[config.mk]
export PLATFORM = sky130hd
export DESIGN_NAME = messbauer_velocity_reference_generator
export DESIGN_NICKNAME = d
export VERILOG_FILES = /design/src/rtl/messbauer_velocity_reference_generator.sv
export SDC_FILE = /design/constraint.sdc
export NUM_CORES = 1
export LEC_CHECK = 0
export BUFFER_PORTS_ARGS = -buffer_cell sky130_fd_sc_hd__buf_2
export CAP_MARGIN = 40
export CELL_PAD_IN_SITES_DETAIL_PLACEMENT = 0
export CELL_PAD_IN_SITES_GLOBAL_PLACEMENT = 1
export CORE_ASPECT_RATIO = 0.9
export CORE_MARGIN = 4
export CORE_UTILIZATION = 44
export DETAILED_ROUTE_END_ITERATION = 10
export MAX_ROUTING_LAYER = met4
export PLACE_DENSITY_LB_ADDON = 0.1
export SLEW_MARGIN = 40
export SYNTH_ARGS = -nofsm -noshare
export SYNTH_HDL_FRONTEND = slang
export SYNTH_SLANG_ARGS = --single-unit
[constraint.sdc]
create_clock -name clk -period 3.5 [get_ports clk]
set_input_delay 0.175 -clock clk [delete_from_list [all_inputs] [get_ports clk]]
set_output_delay 0.175 -clock clk [all_outputs]
set_load 0.01 [all_outputs]
[src/rtl/messbauer_velocity_reference_generator.sv]
// Velocity reference generator for the Moessbauer drive DAC.
// Produces a sawtooth or symmetric triangle staircase of 2^CHANNEL_BITS
// steps per slope, each step held CHANNEL_CLOCKS cycles. A spectrum channel
// index, a channel-change strobe, a period-start pulse and a slope flag are
// provided alongside, so the counting side can address spectrum channels.
//
// Control semantics (no valid/ready handshake on this block):
//   enable       - level; sampled at every period boundary and in IDLE.
//   mode         - level; latched only when a period starts.
//   sync_restart - level; any edge with it high while running restarts
//                  the period at channel 0.
// All outputs are registered; channel, out_value and channel_strobe change
// on the same edge. dbg_state exposes the FSM state for checkers.
module messbauer_velocity_reference_generator #(
  parameter int OUT_WIDTH      = 12,
  parameter int CHANNEL_BITS   = 9,
  parameter int CHANNEL_CLOCKS = 16
) (
  input  logic                    clk,
  input  logic                    areset_n,
  input  logic                    enable,
  input  logic                    mode,
  input  logic                    sync_restart,
  output logic [OUT_WIDTH-1:0]    out_value,
  output logic [CHANNEL_BITS:0]   channel,
  output logic                    channel_strobe,
  output logic                    period_start,
  output logic                    slope_up,
  output logic                    busy,
  output logic [1:0]              dbg_state
);

  localparam int SHIFT = OUT_WIDTH - CHANNEL_BITS;
  localparam int DW    = (CHANNEL_CLOCKS > 1) ? $clog2(CHANNEL_CLOCKS) : 1;
  localparam logic [DW-1:0]         DWELL_LAST = DW'(CHANNEL_CLOCKS - 1);
  // Last channel of the rising slope (N-1) and of the falling slope (2N-1).
  localparam logic [CHANNEL_BITS:0] CH_UP_LAST = (CHANNEL_BITS+1)'((2 ** CHANNEL_BITS) - 1);
  localparam logic [CHANNEL_BITS:0] CH_DN_LAST = '1;

  typedef enum logic [1:0] {
    ST_IDLE     = 2'd0,
    ST_RUN_UP   = 2'd1,
    ST_RUN_DOWN = 2'd2
  } state_t;

  state_t                  r_state;
  logic [DW-1:0]           r_dwell;
  logic [CHANNEL_BITS:0]   r_channel;
  logic [OUT_WIDTH-1:0]    r_out;
  logic                    r_strobe;
  logic                    r_period_start;
  logic                    r_slope_up;
  logic                    r_mode;

  logic [CHANNEL_BITS:0]   w_ch_next;
  logic [CHANNEL_BITS-1:0] w_code_up;
  logic [CHANNEL_BITS-1:0] w_code_dn;
  logic [OUT_WIDTH-1:0]    w_out_up;
  logic [OUT_WIDTH-1:0]    w_out_dn;
  logic                    w_running;
  logic                    w_dwell_done;
  logic                    w_period_end;
  logic                    w_boundary;
  logic                    w_start;
  logic                    w_stop;

  // DAC code of the next channel. On the falling slope channel c maps to
  // 2N-1-c, which is the bitwise inverse of the low CHANNEL_BITS of c.
  assign w_ch_next = r_channel + 1'b1;
  assign w_code_up = w_ch_next[CHANNEL_BITS-1:0];
  assign w_code_dn = ~w_ch_next[CHANNEL_BITS-1:0];
  assign w_out_up  = OUT_WIDTH'(w_code_up) << SHIFT;
  assign w_out_dn  = OUT_WIDTH'(w_code_dn) << SHIFT;

  // Period boundary decode: a sawtooth ends at the top of RUN_UP, a triangle
  // at the bottom of RUN_DOWN. sync_restart overrides everything while running.
  assign w_running    = (r_state != ST_IDLE);
  assign w_dwell_done = (r_dwell == DWELL_LAST);
  assign w_period_end = ((r_state == ST_RUN_UP)   && (r_channel == CH_UP_LAST) && !r_mode) ||
                        ((r_state == ST_RUN_DOWN) && (r_channel == CH_DN_LAST));
  assign w_boundary   = w_running && !sync_restart && w_dwell_done && w_period_end;
  assign w_start      = (!w_running && enable) ||
                        (w_running && sync_restart) ||
                        (w_boundary && enable);
  assign w_stop       = w_boundary && !enable;

  // Main FSM: period start/stop, dwell counting and channel stepping.
  always_ff @(posedge clk or negedge areset_n) begin
    if (!areset_n) begin
      r_state        <= ST_IDLE;
      r_dwell        <= '0;
      r_channel      <= '0;
      r_out          <= '0;
      r_strobe       <= 1'b0;
      r_period_start <= 1'b0;
      r_slope_up     <= 1'b0;
      r_mode         <= 1'b0;
    end else begin
      r_strobe       <= 1'b0;
      r_period_start <= 1'b0;
      if (w_start) begin
        r_state        <= ST_RUN_UP;
        r_dwell        <= '0;
        r_channel      <= '0;
        r_out          <= '0;
        r_strobe       <= 1'b1;
        r_period_start <= 1'b1;
        r_slope_up     <= 1'b1;
        r_mode         <= mode;
      end else if (w_stop) begin
        r_state    <= ST_IDLE;
        r_dwell    <= '0;
        r_channel  <= '0;
        r_out      <= '0;
        r_slope_up <= 1'b0;
      end else if (w_running) begin
        if (!w_dwell_done) begin
          r_dwell <= r_dwell + 1'b1;
        end else begin
          r_dwell   <= '0;
          r_channel <= w_ch_next;
          r_strobe  <= 1'b1;
          if ((r_state == ST_RUN_UP) && (r_channel != CH_UP_LAST)) begin
            r_out <= w_out_up;
          end else begin
            // Falling slope, or the triangle turn-around from channel N-1 to N.
            r_out <= w_out_dn;
            if (r_state == ST_RUN_UP) begin
              r_state    <= ST_RUN_DOWN;
              r_slope_up <= 1'b0;
            end
          end
        end
      end
    end
  end

  assign out_value      = r_out;
  assign channel        = r_channel;
  assign channel_strobe = r_strobe;
  assign period_start   = r_period_start;
  assign slope_up       = r_slope_up;
  assign busy           = w_running;
  assign dbg_state      = r_state;

endmodule
### After elaboration in Yosys (flattened, before gate mapping)

Cells that the tools add are included.

| cells by class | value |
|---|---|
| bitwise operators | 1 |
| reductions and logical operators | 24 |
| add/subtract/negate cells | 2 |
| equality and inequality tests | 7 |
| mux-type cells | 30 |

Operator list:

| operator | number |
|---|---|
| 12-bit 2-to-1 mux | 5 |
| 10-bit 2-to-1 mux | 4 |
| 4-bit 2-to-1 mux | 4 |
| 2-bit 2-to-1 mux | 6 |
| 1-bit logical AND | 11 |
| 1-bit 2-to-1 mux | 11 |
| 10-bit by 1-bit adder with 10-bit output, second input constant | 1 |
| 10-bit == test, second input constant | 1 |
| 10-bit by 9-bit == test with 1-bit output, second input constant | 1 |
| 10-bit by 9-bit != test with 1-bit output, second input constant | 1 |
| 9-bit inverter | 1 |
| 3-bit nonzero test | 3 |
| 4-bit by 1-bit adder with 4-bit output, second input constant | 1 |
| 4-bit == test, second input constant | 1 |
| 1-bit zero test | 4 |
| 4-bit AND reduction | 1 |
| 1-bit logical OR | 3 |
| 3-bit != test, second input constant | 1 |
| 2-bit by 1-bit == test with 1-bit output, second input constant | 1 |
| 2-bit == test, second input constant | 1 |
| 2-bit AND reduction | 1 |
| 2-bit nonzero test | 1 |

| storage, ports and cells | value |
|---|---|
| output and inout port bits | 28 |
| word-level logic and storage cells | 72 |
| input port bits | 5 |
| flip-flop bits (word level) | 32 |

### Logic depth before layout (Yosys ltp)

| depth | value |
|---|---|
| depth after elaboration | 9 |
| mapped depth | 7 |
| mapped depth without buffers | 6 |

### Worst setup path after synthesis

OpenSTA, ideal clock, no wires.

| timing path | value |
|---|---|
| path type | register to register |
| start | reg r_channel[0], in the netlist channel[0] |
| end | reg r_mode |
| data arrival time | 1.779 ns |
| path buffers | 0 |
| period minus slack after synthesis | 1.906 ns |
| setup slack | 1.594 ns |
| cell stages (with the launch flop) | 7 |
| library setup time | 0.128 ns |
| required time | 3.372 ns |
| path through | dfrtp_1 ha_1 nand4_1 nor2_1 nand3_2 o21ai_2 mux2_1 |

| between the ends | value |
|---|---|
| cells in the longest elaborated chain, start to end | 7 |
| elaborated cells on any way between the ends | 9 |
| those cells by class | eq/ne: 2; reduce/logical: 7 |

Ends and longest elaborated chain:

| what | RTL line | source |
|---|---|---|
| start: declaration | 48 | `logic [CHANNEL_BITS:0] r_channel;` |
| start signal: assignment | 121 | `r_channel <= w_ch_next;` |
| 10-bit by 9-bit == test with 1-bit output | 79 | `assign w_period_end = ((r_state == ST_RUN_UP) && (r_channel == CH_UP_LAST) && !r_mode) \|\|` |
| 1-bit logical AND (2 in series) | 79 |  |
| 1-bit logical OR * | 79 |  |
| 1-bit logical AND * | 81 | `assign w_boundary = w_running && !sync_restart && w_dwell_done && w_period_end;` |
| 1-bit logical AND * | 84 | `(w_boundary && enable);` |
| 1-bit logical OR * | 83 | `(w_running && sync_restart) \|\|` |
| via w_start | 64 | `logic w_start;` |
| end signal: assignment | 109 | `r_mode <= mode;` |
| end: declaration | 53 | `logic r_mode;` |

Mark *: on every way through the listed nets, which the timed path passes. The rest lies on a longest branch.
A chain may end at the register's enable or synchronous reset.

### Worst setup path in the final report

| timing path | value |
|---|---|
| start | reg r_channel[0], in the netlist channel[0] |
| end | reg r_out[10], in the netlist out_value[10] |

| between the ends | value |
|---|---|
| cells in the longest elaborated chain, start to end | 9 |
| elaborated cells on any way between the ends | 22 |
| those cells by class | add/sub: 1; eq/ne: 3; mux: 5; bitwise: 1; reduce/logical: 12 |

Ends and longest elaborated chain:

| what | RTL line | source |
|---|---|---|
| parallel branches: the longest is 9 deep, another holds 10-bit by 1-bit adder with 10-bit output | -- |  |
| end signal: assignment | 124 | `r_out <= w_out_up;` |
| end signal: assignment | 127 | `r_out <= w_out_dn;` |
| end: declaration | 49 | `logic [OUT_WIDTH-1:0] r_out;` |

Several ways; the timed one is not identified. The select of a mux whose other input is x is not followed.

==> impl_metrics.json <==
{
  "synth_edf_count": 0,
  "yosysUniqueCellTypes": 40,
  "hp-class": "input port to flop",
  "yosysSeqAreaShare_pct": 43.9,
  "multiInputGateArea_um2": 827,
  "synth-seq-cells": 28,
  "cap_viol_max_count": 0,
  "reg2reg_from": "channel[0]$_DFFE_PN0P_",
  "cp.required_ps": 3630,
  "synth.most_common_cell": "dfrtp_1",
  "synthFlopType": "dfrtp_1",
  "drt_pass1_iterations": 4,
  "wl_per_cell_um": 14.3,
  "max_freq_mhz": 430,
  "rsz0062_at_grt": "no",
  "grt_usage_pct": 16.4,
  "ant_nets": 0,
  "yosys_warnings": 0,
  "ir_worst_vdd_v": 0.000191,
  "post_cts_resized": 0,
  "die-area_mm2": 0.00465,
  "worst_pin_slew_ps": 703,
  "die_w_um": 71.5,
  "avgSynthCellArea_um2": 9.91,
  "post-place-ws_ps": 1040,
  "grt_start_max_net_pins": 29,
  "grt_pass1_wl_mm": 5.87,
  "synth_top_area_share_pct": 43.9,
  "hold_depth": 2,
  "netlist_top_cells_area": "dfrtp_1 44%, xnor2_1 9.3%, nor2_1 4.7%",
  "finalNonFillerCells": 232,
  "cp.arrival_ps": 2460,
  "fin_tns_setup_ps": 0,
  "rr_endpoint": "out_value[10]$_DFFE_PN0P_",
  "min_period_over_period_pct": 66.4,
  "timing.final.crit_period_ps": 2320,
  "p_per_area_mw_per_mm2": 411,
  "grt_antenna_before_repair": 0,
  "mappedNetlistArea_mm2": 0.00160,
  "nNetsFinal": 196,
  "die_h_um": 65.1,
  "status": "completed",
  "postCtsSetupBuffers": 0,
  "finalClockSkew_ps": 5.62,
  "htree_levels": 1,
  "first_global_vias": 1220,
  "ctsHoldBuffers": 1,
  "dp_hpwl_mm": 2.45,
  "overflow": 0,
  "antennaDiodeCount": 0,
  "via_per_inst": 5.32,
  "synth_largest_area_cell": "dfrtp_1",
  "cts_sinks": 28,
  "hp-start": "mode",
  "drt-total-wl_mm": 3.32,
  "postSynth.asyncResetShare_pct": 100,
  "drtIter0Drc": 26,
  "synth_cells": 161,
  "synthTopCellsByCount": "28 x dfrtp_1, 20 x nor2_1, 17 x xnor2_1",
  "static-leakage-power_nw": 0.778,
  "drive_gt1_share_pct": 23.9,
  "timing.slew.headroom_pct": 53.2,
  "rows": 20,
  "gp_congestion": 0.747,
  "layout_setup_ws_ps": 1180,
  "r2r_cells": 7,
  "clk_pin_slew_worst_paths_ps": 100,
  "vias": 1234,
  "final_util_pct": 53.4,
  "cp_max_fo": 11,
  "ios": 33,
  "place_inst": 226,
  "min_to": "r_mode$_DFFE_PN0N_",
  "area.growth.synth_to_final_pct": 14.8,
  "drc": 0,
  "clk_latency_ps": 280,
  "setup_violations": 0,
  "area.sequential_um2": 701,
  "clockBufferDepth": 2,
  "coreArea_mm2": 0.00343,
  "cts_tree": "built",
  "finalMaxSlewViolations": 0,
  "root_buffer": "clkbuf_8",
  "fill_cells": 335,
  "reg2reg_setup_slack_ps": 1180,
  "cp-start-kind": "flop",
  "worstSetupPathType": "flop to flop",
  "hold_viol_final": 0,
  "start_util_pct": 46.5,
  "cts_buffers": 3,
  "port_buffers": 29,
  "end_kind": "flop"
}
-- kinds of logic after synthesis --
family	synth area share (%)
AO/OA/AOI/OAI	15.6
XOR/XNOR	12.6
adder cells (fa/ha/maj)	1.57
buffers and inverters	4.71
flip-flops	43.9
multiplexers	2.12
other	0.235
AND/OR/NAND/NOR	19.2
-- cell usage in the layout, fill, tap and decap left out, types with 2 or more instances in the layout --
| master | synthesis | layout |
|---|---|---|
| xor2_1 | 6 | 6 |
| nor3b_1 | 2 | 2 |
| conb_1 | 1 | 3 |
| nor3_1 | 3 | 3 |
| a21oi_1 | 8 | 8 |
| and3_1 | 3 | 3 |
| nand2_1 | 14 | 14 |
| a211oi_1 | 6 | 6 |
| dfrtp_1 | 28 | 28 |
| inv_1 | 3 | 3 |
| ha_1 | 2 | 2 |
| nand4_1 | 2 | 2 |
| nand3_1 | 7 | 7 |
| buf_2 | 3 | 29 |
| nor2_1 | 20 | 20 |
| a32o_1 | 2 | 2 |
| o21ai_0 | 4 | 4 |
| xnor2_1 | 17 | 17 |
| nor2b_1 | 3 | 3 |
| clkbuf_8 | 0 | 3 |
| nor2_2 | 2 | 2 |
-- state kept, by name, indices dropped and copies added, names as in the netlist --
| name | flops |
|---|---|
| r_dwell | 4 |
| period_start | 1 |
| channel | 10 |
| out_value | 9 |
| dbg_state | 2 |
| channel_strobe | 1 |
| r_mode | 1 |
-- final cells by class --
class / count / share of cell area (%)
inverter: 3 / 0.615
tap: 44 / 3.01
clock buffer: 3 / 2.25
multi-input combinational: 122 / 45.2
clock inverter: 1 / 1.64
sequential: 28 / 38.3
timing repair buffer: 31 / 9.08
-- layer usage --
metal / global-route usage (%) / wire (um) / vias up
met1: 20.9 / 1570 / 605
li1: - / - / 603
met4: 6.34 / 59 / 0
met5: - / 0 / -
met3: 2.75 / 139 / 5
met2: 26.3 / 1550 / 21
-- worst max-delay path: stages, from the launching register on --
cell and delay [ps]:
dfrtp_1 480, ha_1 300, nand4_1 180, nor2_1 270, nand3_2 180, o31ai_4 480, buf_6 230, a211oi_1 60
-- stage by stage --
step           hold WS, ps  cell area (um^2)  total power [W]
2_1_floorplan         -121              1600         0.000468
3_3_place_gp           218              1740         0.000496
3_5_place_dp           236              1740         0.000501
4_1_cts                103              1820         0.000760
5_1_grt                125              1830         0.000795
6_report               111              1830         0.000753
-- worst max-delay path by stage --
| stage | start | to |
|---|---|---|
| 2_1_floorplan | channel[0]$_DFFE_PN0P_ | r_mode$_DFFE_PN0N_ |
| 3_5_place_dp | channel[0]$_DFFE_PN0P_ | dbg_state[0]$_DFFE_PN0P_ |
| 3_3_place_gp | channel[0]$_DFFE_PN0P_ | dbg_state[0]$_DFFE_PN0P_ |
| 6_report | channel[0]$_DFFE_PN0P_ | out_value[10]$_DFFE_PN0P_ |
| 4_1_cts | channel[0]$_DFFE_PN0P_ | dbg_state[0]$_DFFE_PN0P_ |
| 5_1_grt | channel[0]$_DFFE_PN0P_ | out_value[10]$_DFFE_PN0P_ |
-- where the power goes --
part,total [W],switching [W],internal (W)
registers,0.000357,0.0000181,0.000339
logic,0.000140,0.0000809,0.0000591
clock network,0.000256,0.000103,0.000153
Note: power is estimated with default switching activity, not from simulation.
